## src/rtl/card_compare_pkg.sv

```systemverilog
// Shared board constants, compare-FSM state encodings and the BCD increment helper
// for the memory game.
package card_compare_pkg;

  localparam int unsigned N_CARDS_DEF     = 16;
  localparam int unsigned IDX_W_DEF       = 4;
  localparam int unsigned COLOR_W_DEF     = 3;
  localparam int unsigned CLK_HZ          = 65_000_000;
  localparam int unsigned SHOW_CYCLES_DEF = CLK_HZ;

  // 4-bit encodings, same width as the game-flow state machine's state register
  typedef enum logic [3:0] {
    StIdle     = 4'd0,
    StLatch    = 4'd1,
    StCheck    = 4'd2,
    StShowWait = 4'd3,
    StMark     = 4'd4,
    StHide     = 4'd5,
    StDone     = 4'd6,
    StRelease  = 4'd7
  } cmp_state_e;

  // Two-digit BCD increment, saturating at 99
  function automatic logic [7:0] bcd_inc(input logic [7:0] q);
    logic [7:0] r;
    if (q == 8'h99) begin
      r = 8'h99;
    end else if (q[3:0] == 4'd9) begin
      r = {q[7:4] + 4'd1, 4'd0};
    end else begin
      r = {q[7:4], q[3:0] + 4'd1};
    end
    return r;
  endfunction

endpackage

```

## src/rtl/bcd_counter_2d.sv

```systemverilog
// Two-digit BCD up-counter with synchronous clear; saturates at 99.
module bcd_counter_2d
  import card_compare_pkg::*;
(
  input  logic       clk,
  input  logic       rst,
  input  logic       clr,
  input  logic       inc,
  output logic [7:0] q
);

  always_ff @(posedge clk or posedge rst) begin
    if (rst) begin
      q <= 8'h00;
    end else if (clr) begin
      q <= 8'h00;
    end else if (inc) begin
      q <= bcd_inc(q);
    end
  end

endmodule

```

## src/rtl/card_compare.sv

```systemverilog
// COMPARE_CARDS step: classifies a discovered pair, marks matches, times the
// mismatch display, requests hiding and keeps the move count.
module card_compare
  import card_compare_pkg::*;
#(
  parameter int unsigned N_CARDS     = N_CARDS_DEF,
  parameter int unsigned IDX_W       = IDX_W_DEF,
  parameter int unsigned COLOR_W     = COLOR_W_DEF,
  parameter int unsigned SHOW_CYCLES = SHOW_CYCLES_DEF
) (
  input  logic                       clk,
  input  logic                       rst,
  input  logic                       new_game,
  input  logic                       compare_en,
  input  logic [IDX_W-1:0]           first_idx,
  input  logic [IDX_W-1:0]           second_idx,
  input  logic [N_CARDS*COLOR_W-1:0] card_colors,
  output logic                       busy,
  output logic [N_CARDS-1:0]         matched_mask,
  output logic                       hide_valid,
  output logic [N_CARDS-1:0]         hide_mask,
  output logic                       pair_match,
  output logic                       compare_done,
  output logic                       game_won,
  output logic [7:0]                 moves_bcd
);

  localparam int unsigned CNT_W = (SHOW_CYCLES > 1) ? $clog2(SHOW_CYCLES) : 1;
  localparam logic [CNT_W-1:0] CNT_LAST = CNT_W'(SHOW_CYCLES - 1);

  cmp_state_e         state;
  logic [IDX_W-1:0]   idx_a, idx_b;
  logic [COLOR_W-1:0] col_a, col_b;
  logic               pair_valid;
  logic [CNT_W-1:0]   wait_cnt;
  logic               moves_inc;

  assign busy = (state != StIdle);
  // Invalid pairs reach HIDE with pair_valid=0 and do not count as a move
  assign moves_inc = (state == StMark) || ((state == StHide) && pair_valid);

  always_ff @(posedge clk or posedge rst) begin
    if (rst) begin
      state        <= StIdle;
      idx_a        <= '0;
      idx_b        <= '0;
      col_a        <= '0;
      col_b        <= '0;
      pair_valid   <= 1'b0;
      wait_cnt     <= '0;
      matched_mask <= '0;
      hide_valid   <= 1'b0;
      hide_mask    <= '0;
      pair_match   <= 1'b0;
      compare_done <= 1'b0;
      game_won     <= 1'b0;
    end else begin
      hide_valid   <= 1'b0;
      hide_mask    <= '0;
      compare_done <= 1'b0;
      if (new_game) begin
        state        <= StIdle;
        matched_mask <= '0;
        pair_match   <= 1'b0;
        game_won     <= 1'b0;
        wait_cnt     <= '0;
        pair_valid   <= 1'b0;
      end else begin
        unique case (state)
          StIdle: begin
            if (compare_en) state <= StLatch;
          end
          StLatch: begin
            idx_a <= first_idx;
            idx_b <= second_idx;
            col_a <= card_colors[COLOR_W*first_idx +: COLOR_W];
            col_b <= card_colors[COLOR_W*second_idx +: COLOR_W];
            state <= StCheck;
          end
          StCheck: begin
            if ((idx_a == idx_b) || matched_mask[idx_a] || matched_mask[idx_b]) begin
              pair_valid <= 1'b0;
              pair_match <= 1'b0;
              state      <= StHide;
            end else if (col_a == col_b) begin
              pair_valid <= 1'b1;
              pair_match <= 1'b1;
              state      <= StMark;
            end else begin
              pair_valid <= 1'b1;
              pair_match <= 1'b0;
              wait_cnt   <= '0;
              state      <= StShowWait;
            end
          end
          StShowWait: begin
            if (wait_cnt == CNT_LAST) begin
              state <= StHide;
            end else begin
              wait_cnt <= wait_cnt + CNT_W'(1);
            end
          end
          StMark: begin
            matched_mask[idx_a] <= 1'b1;
            matched_mask[idx_b] <= 1'b1;
            state               <= StDone;
          end
          StHide: begin
            hide_valid <= 1'b1;
            hide_mask  <= (N_CARDS'(1) << idx_a) | (N_CARDS'(1) << idx_b);
            state      <= StDone;
          end
          StDone: begin
            compare_done <= 1'b1;
            game_won     <= &matched_mask;
            state        <= StRelease;
          end
          StRelease: begin
            if (!compare_en) state <= StIdle;
          end
          default: state <= StIdle;
        endcase
      end
    end
  end

  bcd_counter_2d u_moves (
    .clk (clk),
    .rst (rst),
    .clr (new_game),
    .inc (moves_inc),
    .q   (moves_bcd)
  );

endmodule

```

## config.mk

```make
export PLATFORM = sky130hd
export DESIGN_NAME = card_compare
export DESIGN_NICKNAME = d
export VERILOG_FILES = /design/src/rtl/card_compare_pkg.sv /design/src/rtl/bcd_counter_2d.sv /design/src/rtl/card_compare.sv
export SDC_FILE = /design/constraint.sdc
export NUM_CORES = 1
export LEC_CHECK = 0
export ABC_AREA = 1
export ABC_CLOCK_PERIOD_IN_PS = 2400
export BUFFER_PORTS_ARGS = -buffer_cell sky130_fd_sc_hd__buf_4
export CAP_MARGIN = 20
export CORE_MARGIN = 1
export CORE_UTILIZATION = 50
export DETAILED_ROUTE_END_ITERATION = 16
export GPL_TIMING_DRIVEN = 0
export PLACE_DENSITY = 0.75
export SYNTH_ARGS = -nofsm -noshare
export SYNTH_HDL_FRONTEND = slang
export SYNTH_SLANG_ARGS = --single-unit
```

## constraint.sdc

```tcl
create_clock -name clk -period 2.4 [get_ports clk]
set_input_delay 0.24 -clock clk [delete_from_list [all_inputs] [get_ports clk]]
set_output_delay 0.24 -clock clk [all_outputs]
set_load 0.005 [all_outputs]
```

==> results_dict.tcl <==
set metrics [dict create \
    die_h_um 114 \
    crit_path_end_kind "register" \
    initial_utilization_pct 51.6 \
    core_um2 12100 \
    synth_cell_types 41 \
    worst-slew-pin-transition_ps 692 \
    initialDrtViolationCount 540 \
    max-vdd-ir-drop_mv 0.374 \
    syn_inst 945 \
    cellLeakagePower_nw 3.57 \
    status "finished clean" \
    post-route-min-period_ps 2190 \
    grt-ovfl-total 0 \
    cts_buffers 9 \
    synth_edf_count 0 \
    n_antenna_cell 0 \
    globalplace.congestion 0.981 \
    grt_max_degree 42 \
    hold_viol_final 0 \
    antenna_found_initial 0 \
    yosys-top-cells-area "dfrtp_1 (35%), nand2_1 (14%), nor2_1 (8.1%), inv_1 (6.2%), o21ai_0 (5.2%)" \
    drtPass1Iterations 5 \
    ys_ff_latch 88 \
    multi_input_area_um2 3390 \
    finalSetupTns_ps 0 \
    postSynthAreaPerCell_um2 6.61 \
    yosys_warnings 0 \
    clk_pin_slew_worst_paths_ps 80 \
    dp_hpwl_um 13700 \
    cp.arrival_ps 2430 \
    rows 40 \
    critPathSlowestCell "dfrtp_1" \
    finClkSkew_ps 9.47 \
    die_x_um 114 \
    grt_pass1_wl_um 29400 \
    vias 6661 \
    worstPathMaxFanout 10 \
    synth-async-reset-ratio_pct 100 \
    grtUsageTotal_pct 28.4 \
    critical_path_class "reg2reg" \
    synthFlopType "dfrtp_1" \
    dieArea_um2 13000 \
    synth.top_cell.area_share_pct 35.2 \
    setup_viol 0 \
    clock_path_buffers 2 \
    rsz0062_at_grt "no" \
    cts_tree "done" \
    ys_seq_area_share_pct 35.2 \
    drc 0 \
    cts_max_level 3 \
    worst_slack_ps 215 \
    fin_crit_sh_pct 91.1 \
    synth_largest_area_cell "dfrtp_1" \
    n_fill_cell 1171 \
    hold_class "in2reg" \
    crit_chain "ha_2 > nand2_2 > nor2_4 > nand4_2 > nor2_2 > nand3_1 > o21ai_2 > inv_2 > buf_2 > nand4_1 > nand2_1" \
    seqCellArea_um2 2200 \
    post-synth-top-count-cell "nand2_1" \
    via_per_inst 5.42 \
    routed_wl_um 17600 \
    ioPinCount 105 \
    cts.sink_count 88 \
    clk_latency_ps 360 \
    relSlewSlack_pct 53.4 \
    portBuffers 98 \
    ys_top_cells_by_count "nand2_1 (234), nor2_1 (135), inv_1 (103)" \
    syn-num-nets 1010 \
    slew_viol_final 0 \
    cts.root.buffer_cell "clkbuf_16" \
    grt_pass1_vias 6029 \
    routedWlPerCell_um 14.3 \
    max_freq_mhz 458 \
    power_density_nw_per_um2 703 \
    post-place-ws_ps 213 \
    area.growth.synth_to_final_pct 20.9 \
    syn_area_um2 6250 \
    startpoint_type "register" \
    max_stage_delay_ps 480 \
    nNetsFinal 1122 \
    final_layout_size_suffix_gt1_share_pct 18.0 \
    critPathRequiredTime_ps 2640 \
    max_cap_viol_count 0 \
    final_antenna_net_count 0 \
]
==> routing by layer <==
metal / wire [µm] / GRT usage (%)
met2: 7890 / 44.6
met1: 8070 / 40.6
met3: 1360 / 4.25
met4: 309 / 8.40
met5: 0 / 0
==> critical path, delay by kind of cell (launching register included) <==
kind | cells | cell delay [ps]
AND/OR/NAND/NOR | 7 | 850
flip-flops | 1 | 480
buffers and inverters | 2 | 330
adder cells (fa/ha/maj) | 1 | 270
AO/OA/AOI/OAI | 1 | 140
==> layout make-up <==
type	instances	area share [%]
tap	168	2.78
multi-input combinational	695	44.9
buffer	40	2.68
inverter	122	6.11
timing repair buffer	101	10.4
sequential	88	29.1
clock buffer	9	2.98
clock inverter	7	1.01
==> cells in the final DEF (no fill, tap or decap), types with 2 or more instances in the layout <==
master	instances
nand3_4	2
a211oi_1	2
buf_1	2
xor2_1	8
buf_12	2
nor2_2	6
a31oi_1	6
inv_6	3
nor2_4	3
clkbuf_1	26
buf_2	6
o21ai_2	2
clkbuf_16	9
nand2_1	234
o21ai_0	65
inv_8	3
nor3_1	19
nand2_2	21
nand4_1	32
buf_4	100
buf_6	2
buf_8	2
o21ai_1	5
o22ai_1	7
inv_1	102
o211ai_1	26
nand3_1	49
inv_2	19
nand3_2	2
nor4_1	3
ha_1	4
nor3_4	2
o31ai_1	3
a21oi_1	44
nor2_1	135
or2_2	2
xnor2_1	5
dfrtp_1	88
==> state kept, by name (all words and copies together) (netlist names) <==
register,cells
col_b,3
idx_b,4
state,3
pair_valid,1
hide_valid,1
wait_cnt,26
hide_mask,16
idx_a,4
game_won,1
u_moves.q,8
col_a,3
compare_done,1
pair_match,1
matched_mask,16
==> per-stage QoR <==
step           std cells  power [mW]  area, µm²  utilization (%)  hold slack (ps)
2_1_floorplan        945        3.29       6250                -              361
3_3_place_gp        1211        3.85       7200             59.5              498
3_5_place_dp        1213        3.88       7240             59.8              286
4_1_cts             1230        5.31       7550             62.4              140
5_1_grt             1230        5.67       7550             62.4              167
6_report            1230        5.31       7550             62.4              142
==> where the power goes <==
| part | leakage (nW) | switching, mW | internal (mW) |
|---|---|---|---|
| combinational | 2.23 | 1.37 | 0.692 |
| clock | 0.150 | 0.682 | 0.744 |
| sequential | 1.19 | 0.170 | 1.66 |
==> path summary, 6_finish.rpt <==
path / from / to / slack, ps / depth (start not counted)
setup / recovery: wait_cnt[0] / wait_cnt[3] / 210 / 11
hold / removal: second_idx[3] / idx_b[3] / 140 / 3
setup reg to reg: wait_cnt[0] / wait_cnt[3] / 210 / 11
hold reg to reg: wait_cnt[19] / wait_cnt[19] / 520 / 2
max in group asynchronous: rst / u_moves.q[2] / 1390 / 4
min in group asynchronous: rst / wait_cnt[2] / 460 / 3
==> timing repair <==
action / in CTS / in global routing
endpoints found under the hold margin: 17 / 0
gates resized for setup: 0 / 1
hold buffers: 1 / 0
setup buffers: 0 / 0
endpoints found under the setup margin: 0 / 10
==> cells by family (layout without fill, tap and decap cells) <==
kind of cell | after synthesis | after routing | synth area share (%)
AND/OR/NAND/NOR | 513 | 513 | 36.4
AO/OA/AOI/OAI | 164 | 164 | 15.0
adder cells (fa/ha/maj) | 5 | 5 | 1.00
XOR/XNOR | 13 | 13 | 1.82
buffers and inverters | 162 | 279 | 10.6
flip-flops | 88 | 88 | 35.2
No activity file was read; power rests on OpenSTA's default activity.
